`src/rtl/breath_ctrl.sv`:
```
// breath_ctrl: button sync/debounce, PWM frame and breath tick timing, frame-aligned mode commit.
// Optional automatic mode cycling is built only when BREATH_AUTO_CYCLE_EN is defined.
module breath_ctrl #(
  parameter int FRAME_LEN   = 256,
  parameter int TICK_FRAMES = 1,
  parameter int DEB_CYCLES  = 20000
`ifdef BREATH_AUTO_CYCLE_EN
  , parameter int AUTO_TICKS = 2040
`endif
) (
  input  logic clk_pwm,
  input  logic rst,
  input  logic btn_mode,
  input  logic btn_pause,
  output logic mode,
  output logic paused,
  output logic frame_start,
  output logic breath_tick
);
  localparam int FW = FRAME_LEN > 1 ? $clog2(FRAME_LEN) : 1;
  localparam int TW = TICK_FRAMES > 1 ? $clog2(TICK_FRAMES) : 1;
  localparam int DW = $clog2(DEB_CYCLES + 1);
  logic [1:0] s1_q, s1_d, s2_q, s2_d, deb_q, deb_d, dly_q, dly_d, rise;
  logic [DW-1:0] dc_q [2];
  logic [DW-1:0] dc_d [2];
  logic [FW-1:0] fc_q, fc_d;
  logic [TW-1:0] td_q, td_d;
  logic fs_q, fs_d, bt_q, bt_d, paused_q, paused_d, pend_q, pend_d, mode_q, mode_d;
  logic last, adv, twrap, aset;
  // Bit 0 is the mode button, bit 1 the pause button; debounce counts while sync differs from the accepted level
  always_comb begin
    s1_d = {btn_pause, btn_mode};
    s2_d = s1_q;
    dly_d = deb_q;
    rise = deb_q & ~dly_q;
    for (int i = 0; i < 2; i++) begin
      dc_d[i] = (s2_q[i] == deb_q[i] || dc_q[i] == DW'(DEB_CYCLES - 1)) ? '0 : dc_q[i] + DW'(1);
      deb_d[i] = (s2_q[i] != deb_q[i] && dc_q[i] == DW'(DEB_CYCLES - 1)) ? s2_q[i] : deb_q[i];
    end
  end
  // Frame counter, breath divider, pause toggle and mode commit on the last cycle of a frame
  always_comb begin
    last = fc_q == FW'(FRAME_LEN - 1);
    fc_d = last ? '0 : fc_q + FW'(1);
    fs_d = last;
    adv = last & ~paused_q;
    twrap = td_q == TW'(TICK_FRAMES - 1);
    td_d = adv ? (twrap ? '0 : td_q + TW'(1)) : td_q;
    bt_d = adv & twrap;
    paused_d = paused_q ^ rise[1];
    pend_d = rise[0] | aset | (pend_q & ~last);
    mode_d = mode_q ^ (last & pend_q);
  end
  // State registers
  always_ff @(posedge clk_pwm or posedge rst)
    if (rst) begin
      s1_q <= '0;
      s2_q <= '0;
      deb_q <= '0;
      dly_q <= '0;
      dc_q <= '{default: '0};
      fc_q <= '0;
      td_q <= '0;
      fs_q <= 1'b0;
      bt_q <= 1'b0;
      paused_q <= 1'b0;
      pend_q <= 1'b0;
      mode_q <= 1'b0;
    end else begin
      s1_q <= s1_d;
      s2_q <= s2_d;
      deb_q <= deb_d;
      dly_q <= dly_d;
      dc_q <= dc_d;
      fc_q <= fc_d;
      td_q <= td_d;
      fs_q <= fs_d;
      bt_q <= bt_d;
      paused_q <= paused_d;
      pend_q <= pend_d;
      mode_q <= mode_d;
    end
`ifdef BREATH_AUTO_CYCLE_EN
  localparam int AW = AUTO_TICKS > 1 ? $clog2(AUTO_TICKS) : 1;
  logic [AW-1:0] ac_q, ac_d;
  // Count breath ticks; a manual mode press restarts the count
  always_comb begin
    aset = bt_q & (ac_q == AW'(AUTO_TICKS - 1));
    ac_d = (rise[0] | aset) ? '0 : ac_q + AW'(bt_q);
  end
  // Auto-cycle counter register
  always_ff @(posedge clk_pwm or posedge rst)
    if (rst) ac_q <= '0;
    else ac_q <= ac_d;
`else
  assign aset = 1'b0;
`endif
  assign mode = mode_q;
  assign paused = paused_q;
  assign frame_start = fs_q;
  assign breath_tick = bt_q;
endmodule

```
`config.mk`:
```
export PLATFORM = sky130hd
export DESIGN_NAME = breath_ctrl
export DESIGN_NICKNAME = d
export VERILOG_FILES = /design/src/rtl/breath_ctrl.sv
export SDC_FILE = /design/constraint.sdc
export NUM_CORES = 1
export LEC_CHECK = 0
export ABC_AREA = 1
export CORE_MARGIN = 4
export CORE_UTILIZATION = 50
export CTS_CLUSTER_SIZE = 30
export DETAILED_ROUTE_END_ITERATION = 12
export PLACE_DENSITY_LB_ADDON = 0.12
export SKIP_CTS_REPAIR_TIMING = 1
export SYNTH_ARGS = -nofsm -noshare
export SYNTH_HDL_FRONTEND = slang
export SYNTH_SLANG_ARGS = --single-unit
```
`constraint.sdc`:
```
create_clock -name clk_pwm -period 2.2 [get_ports clk_pwm]
set_input_delay 0.44 -clock clk_pwm [delete_from_list [all_inputs] [get_ports clk_pwm]]
set_output_delay 0.44 -clock clk_pwm [all_outputs]
set_load 0.1 [all_outputs]
```
==> flow_metrics.py, run 1 <==
metrics = {
    "detailed_routing": {
        "dr_wl_met3_microns": 108,
        "wl_per_cell_microns": 11.4,
        "wl_met2_mm": 1.80,
        "dr.pass1.iters": 5,
        "top_layer": "met4",
        "drc": 0,
        "drt_first_iter_violations": 92,
        "drt-met1-wl_mm": 2.03,
        "dr_total_vias": 1775,
        "via_per_inst": 5.03,
        "drt_wl_total_mm": 4.01,
        "ant_nets": 0,
    },
    "timing": {
        "setup_viol": 0,
        "drv_slew": 0,
        "worst_slew_pin_slew_ns": 0.367,
        "slew_headroom": 0.755,
        "rsz0062_at_grt": "false",
        "finalClockSkew_ns": 0.00949,
        "finalHoldViolations": 0,
        "fin_crit_ns": 1.48,
        "fin_setup_tns_ns": 0,
        "fin_crit_sh": 0.671,
        "max_freq_mhz": 678,
    },
    "finish": {
        "area_growth_pct": 9.99,
        "antenna_cells_inserted": 0,
        "num-nets-final": 305,
        "drive_above_1_share": 0.0836,
    },
    "yosys": {
        "synth_cell_types": 19,
        "synthTopCellsByArea": "dfrtp_1, nand2_1, nor2_1, xor2_1, nand3_1",
        "ys_ff_latch": 51,
        "syn_area_sq_um": 2420,
        "syn_avg_cell_area_sq_um": 8.48,
        "synth_top_cell_area_share": 0.528,
        "synth-edff-count": 0,
        "synthArstFlopShare": 1.00,
        "syn_inst": 285,
        "synth_top_cell_by_area": "dfrtp_1",
        "ys_warn_count": 0,
        "syn_nets": 292,
        "synth_flop_cell": "dfrtp_1",
        "ys_seq_area_frac": 0.528,
    },
    "power_and_ir_drop": {
        "finalPower_w": 0.00169,
        "powerDensity_nw_per_um2": 635,
        "p_leak_nw": 1.22,
        "ir_worst_vdd_uv": 289,
    },
    "floorplanning": {
        "fp.dieW_microns": 77.5,
        "die_h_microns": 77.5,
        "start_util": 0.515,
        "core_sq_um": 4690,
        "fp-row-count": 25,
        "dieArea_sq_um": 6010,
        "io_pins": 8,
    },
    "critical_path": {
        "cp.buffers_inverters": 1,
        "crit_fanout": 3,
        "worstPathRequired_ns": 1.76,
        "cp-end-kind": "primary output",
        "critPathSlowestCell": "dfrtp_1",
        "critical_path.startpoint": "paused",
        "r2r-end": "dc_q[22]",
        "r2r_start": "dc_q[15]",
        "reg2reg_depth": 6,
        "rrSetupSlack_ns": 0.78,
        "cp_cell_sequence": "buf_4",
        "arrival_ns": 1.04,
        "cpPeakStageDelay_ns": 0.41,
        "critical_path_class": "reg -> out",
        "critPathTopFamily": "flip-flops",
        "cp-start-kind": "flop",
    },
    "clock_tree": {
        "cts_inserted_buffers": 5,
        "max-clock-path-buffers": 2,
        "cts_tree": "yes",
        "worstSkewPairLatency_ns": 0.31,
        "cts.clk_slew.worst_paths_ns": 0.10,
        "cts_sinks": 51,
        "htree_levels": 2,
        "cts-root-buf": "clkbuf_8",
    },
    "grt": {
        "grt_pass1_wl_mm": 7.42,
        "grt_max_degree": 52,
        "grt.total_usage": 0.152,
        "grt-ovfl-total": 0,
        "grt_pass1_vias": 1716,
        "antenna_found_initial": 0,
    },
    "min_path": {
        "hold_start": "s1_q[1]",
        "min_to": "s2_q[1]",
        "min_path_type": "reg -> reg",
        "hold_path_depth": 0,
    },
    "job": {
        "max_cap_viol_count": 0,
    },
    "placement": {
        "gp_congestion": 0.815,
        "hpwl_mm": 2.82,
        "placement.io_buffers": 7,
    },
    "status": {
        "status": "finished clean",
    },
}
==> synthesized netlist by cell type, types with 3 or more instances <==
library cell,count
dfrtp_1,51
ha_1,3
inv_1,29
nand2_1,65
nand3_1,22
nand4_1,13
nor2_1,63
nor2_2,4
xnor2_1,6
xor2_1,14
==> sequential cells by signal (all words and copies together) (netlist names) <==
signal	cells
s1_q	2
mode	1
paused	1
s2_q	2
dc_q	30
breath_tick	1
fc_q	8
pend_q	1
deb_q	2
dly_q	2
frame_start	1
==> through the flow <==
step	area, sq um	hold WS [ns]	worst slack (ns)	util	std cells
floorplan	2420	0.331	0.530	-	285
global placement	2540	0.332	0.873	0.542	345
detailed placement	2540	0.335	0.813	0.542	345
CTS	2660	0.357	0.703	0.566	353
global route	2660	0.367	0.645	0.566	353
finish	2660	0.354	0.725	0.566	353
==> routing by layer <==
layer	up-vias	GRT usage
li1	920	-
met4	0	0.0623
met5	-	0
met2	26	0.251
met1	820	0.192
met3	9	0.0348
==> cell type report <==
type / instances / area (sq um)
clock buffers: 5 / 68.8
fillers: 438 / 2030
flip-flops and latches: 51 / 1280
well taps: 54 / 67.6
clock inverters: 3 / 47.5
inverters: 29 / 109
multi-input cells: 203 / 1010
repair buffers: 8 / 80.1
==> how the worst max path moves through the flow <==
stage	end	slack [ns]	cells after the start
detailed placement	dc_q[22]	0.81	6
CTS	paused	0.70	1
global placement	dc_q[29]	0.87	6
global route	dc_q[29]	0.64	7
finish	paused	0.72	1
floorplan	breath_tick	0.53	1
==> kinds of logic after synthesis <==
kind of cell             synth area share
AO/OA/AOI/OAI                     0.00621
XOR/XNOR                           0.0725
adder cells (fa/ha/maj)            0.0155
buffers and inverters              0.0544
flip-flops                          0.528
AND/OR/NAND/NOR                     0.323
==> power by group <==
group	internal (W)	switching (W)
Combinational	0.0000200	0.0000379
Clock	0.000345	0.000324
Sequential	0.000949	0.0000110
==> cells in the final DEF, fill, tap and decap left out, types with 5 or more instances in the layout <==
| cell type | instances |
|---|---|
| clkbuf_8 | 5 |
| xor2_1 | 14 |
| xnor2_1 | 6 |
| dfrtp_1 | 51 |
| inv_1 | 28 |
| nor2_1 | 63 |
| nand3_1 | 22 |
| nand2_1 | 65 |
| nand4_1 | 13 |
No activity file was read; power rests on OpenSTA's default activity.
==> run 2, diff against run 1 <==
clock period = 1.4 ns   (was 2.2 ns; I/O delays follow)
==> run 2 against run 1 <==
  * Non-clock buffer count grew 5
  * Register-to-register slack got worse by 0.67 ns
  * Clock skew is 0.0059 ns lower
  * Via count stayed put
  * Critical endpoint is now dc_q[11]
  * Largest power group unchanged
  * Die area stayed put
  * Hold slack got worse by 0.0016 ns
  * Wire length rose by 4.0%
  * Clock power up 32%
  * Critical path type is now reg -> reg
  * Power increased by 48%
  * Utilization grew 2.7 points
  * Sequential share of layout area fell by 2.2 points
  * Global-route usage grew 0.059 points
==> flow_metrics.py, run 2 (synthesis gave the netlist of run 1 again) <==
metrics = {
    "clock_tree": {
        "cts-root-buf": "clkbuf_8",
        "cts.clk_slew.worst_paths_ns": 0.10,
        "htree_levels": 2,
        "cts_sinks": 51,
        "max-clock-path-buffers": 2,
        "worstSkewPairLatency_ns": 0.30,
        "cts_tree": "yes",
        "cts_inserted_buffers": 5,
    },
    "floorplanning": {
        "fp.dieW_microns": 77.5,
        "core_sq_um": 4690,
        "start_util": 0.515,
        "die_h_microns": 77.5,
        "io_pins": 8,
        "fp-row-count": 25,
        "dieArea_sq_um": 6010,
    },
    "critical_path": {
        "cp_cell_sequence": "ha_1, nand3_4, nor2_4, nand2_2, nand2_8, nor2_1",
        "critical_path_class": "reg -> reg",
        "critPathSlowestCell": "dfrtp_1",
        "cp-end-kind": "flop",
        "r2r-end": "dc_q[11]",
        "cp-start-kind": "flop",
        "arrival_ns": 1.49,
        "crit_fanout": 15,
        "cpPeakStageDelay_ns": 0.38,
        "worstPathRequired_ns": 1.60,
        "r2r_start": "dc_q[0]",
        "rrSetupSlack_ns": 0.11,
        "reg2reg_depth": 6,
    },
    "finish": {
        "final_common_cell": "nand2_1",
        "largest_reg_flops": 30,
        "largest-register": "dc_q",
        "antenna_cells_inserted": 0,
        "finalNonFillerCells": 358,
        "final_cell_mix": "nand2_1, nor2_1, dfrtp_1",
        "fillCellCount": 405,
        "drive_above_1_share": 0.125,
        "largestRegisters": "dc_q: 30 flops, fc_q: 8 flops",
        "num-nets-final": 310,
        "area_growth_pct": 15.3,
    },
    "detailed_routing": {
        "drc": 0,
        "dr_wl_met3_microns": 97,
        "top_layer": "met4",
        "drt-met1-wl_mm": 1.97,
        "ant_nets": 0,
        "drt_wl_total_mm": 4.17,
        "wl_per_cell_microns": 11.6,
        "drt_first_iter_violations": 97,
        "dr.pass1.iters": 4,
        "wl_met2_mm": 2.06,
        "via_per_inst": 4.96,
        "dr_total_vias": 1775,
    },
    "placement": {
        "hpwl_mm": 2.92,
        "dpl_worst_slack_ns": 0.0866,
        "gp_congestion": 0.804,
        "placement.io_buffers": 7,
        "place_inst": 348,
    },
    "timing": {
        "whs_ns": 0.352,
        "fin_crit_sh": 0.922,
        "worst_slew_pin_slew_ns": 0.410,
        "finalClockSkew_ns": 0.00361,
        "slew_headroom": 0.726,
        "postLayoutSetupSlackWorst_ns": 0.110,
        "max_freq_mhz": 775,
        "finalHoldViolations": 0,
        "drv_slew": 0,
        "fin_crit_ns": 1.29,
        "setup_viol": 0,
    },
    "grt": {
        "grt.total_usage": 0.153,
        "grt_pass1_vias": 1754,
        "grt_max_degree": 41,
        "antenna_found_initial": 0,
        "grt-ovfl-total": 0,
        "grt_pass1_wl_mm": 7.44,
    },
    "job": {
        "max_cap_viol_count": 0,
    },
    "power_and_ir_drop": {
        "ir_worst_vdd_uv": 460,
        "finalPower_w": 0.00249,
        "powerDensity_nw_per_um2": 895,
        "p_leak_nw": 1.23,
    },
    "min_path": {
        "min_path_type": "in -> async",
    },
    "status": {
        "status": "finished clean",
    },
}
[run 2: cell types whose count changed in the layout (fill, tap and decap cells not counted), moves of 2 or more]
cell | previous run | this run
nor2_1 | 63 | 60
nand3_2 | 2 | 0
nand3_4 | 0 | 2
ha_2 | 0 | 2
inv_1 | 28 | 26
clkinvlp_4 | 0 | 2
nand2_8 | 0 | 2
nor2_4 | 1 | 3
nand2_4 | 2 | 0
ha_1 | 3 | 1
buf_12 | 1 | 5
[run 2: metrics by stage]
step | utilization | area [sq um] | TNS (ns)
CTS | 0.578 | 2710 | 0
global placement | 0.558 | 2620 | 0
detailed placement | 0.558 | 2620 | 0
global route | 0.594 | 2790 | -0.0359
finish | 0.594 | 2790 | 0
floorplan | - | 2420 | 0
[run 2: routing by layer]
layer  track usage  up-vias
li1              -      931
met5             0        -
met4        0.0427        0
met1         0.190      825
met3        0.0383        5
met2         0.263       14
[run 2: where the power goes]
part           switching (W)  internal (W)
registers          0.0000162       0.00149
clock network       0.000512      0.000367
logic              0.0000654     0.0000410
[run 2: layout make-up]
class	count	area, sq um	share of cell area
Sequential cell	51	1280	0.458
Inverter	29	113	0.0404
Clock inverter	3	27.5	0.00988
Tap cell	54	67.6	0.0242
Clock buffer	5	68.8	0.0247
Timing Repair Buffer	13	168	0.0602
Multi-Input combinational cell	203	1070	0.383
[run 2: worst max path at each step]
stage / from / to / slack [ns] / cells past startpoint
finish: dc_q[0] / dc_q[11] / 0.11 / 6
global route: dc_q[0] / dc_q[14] / -0.01 / 7
CTS: dc_q[0] / dc_q[13] / 0.07 / 6
detailed placement: dc_q[0] / dc_q[13] / 0.09 / 6
global placement: dc_q[0] / dc_q[13] / 0.11 / 6
floorplan: dc_q[0] / dc_q[11] / 0.12 / 7
[run 2: critical path, delay by kind of cell, from the launching register on]
family,cells,cell delay (ns)
fa+ha+maj,1,0.23
simple gates,5,0.57
flops,1,0.38
==> run 3, diff against run 2 <==
CAP_MARGIN = 10   (was not set)
CTS_BUF_LIST = sky130_fd_sc_hd__clkbuf_8   (was not set)
==> results of run 3 <==
The final DEF is identical to that of run 2; final timing and power are the same.
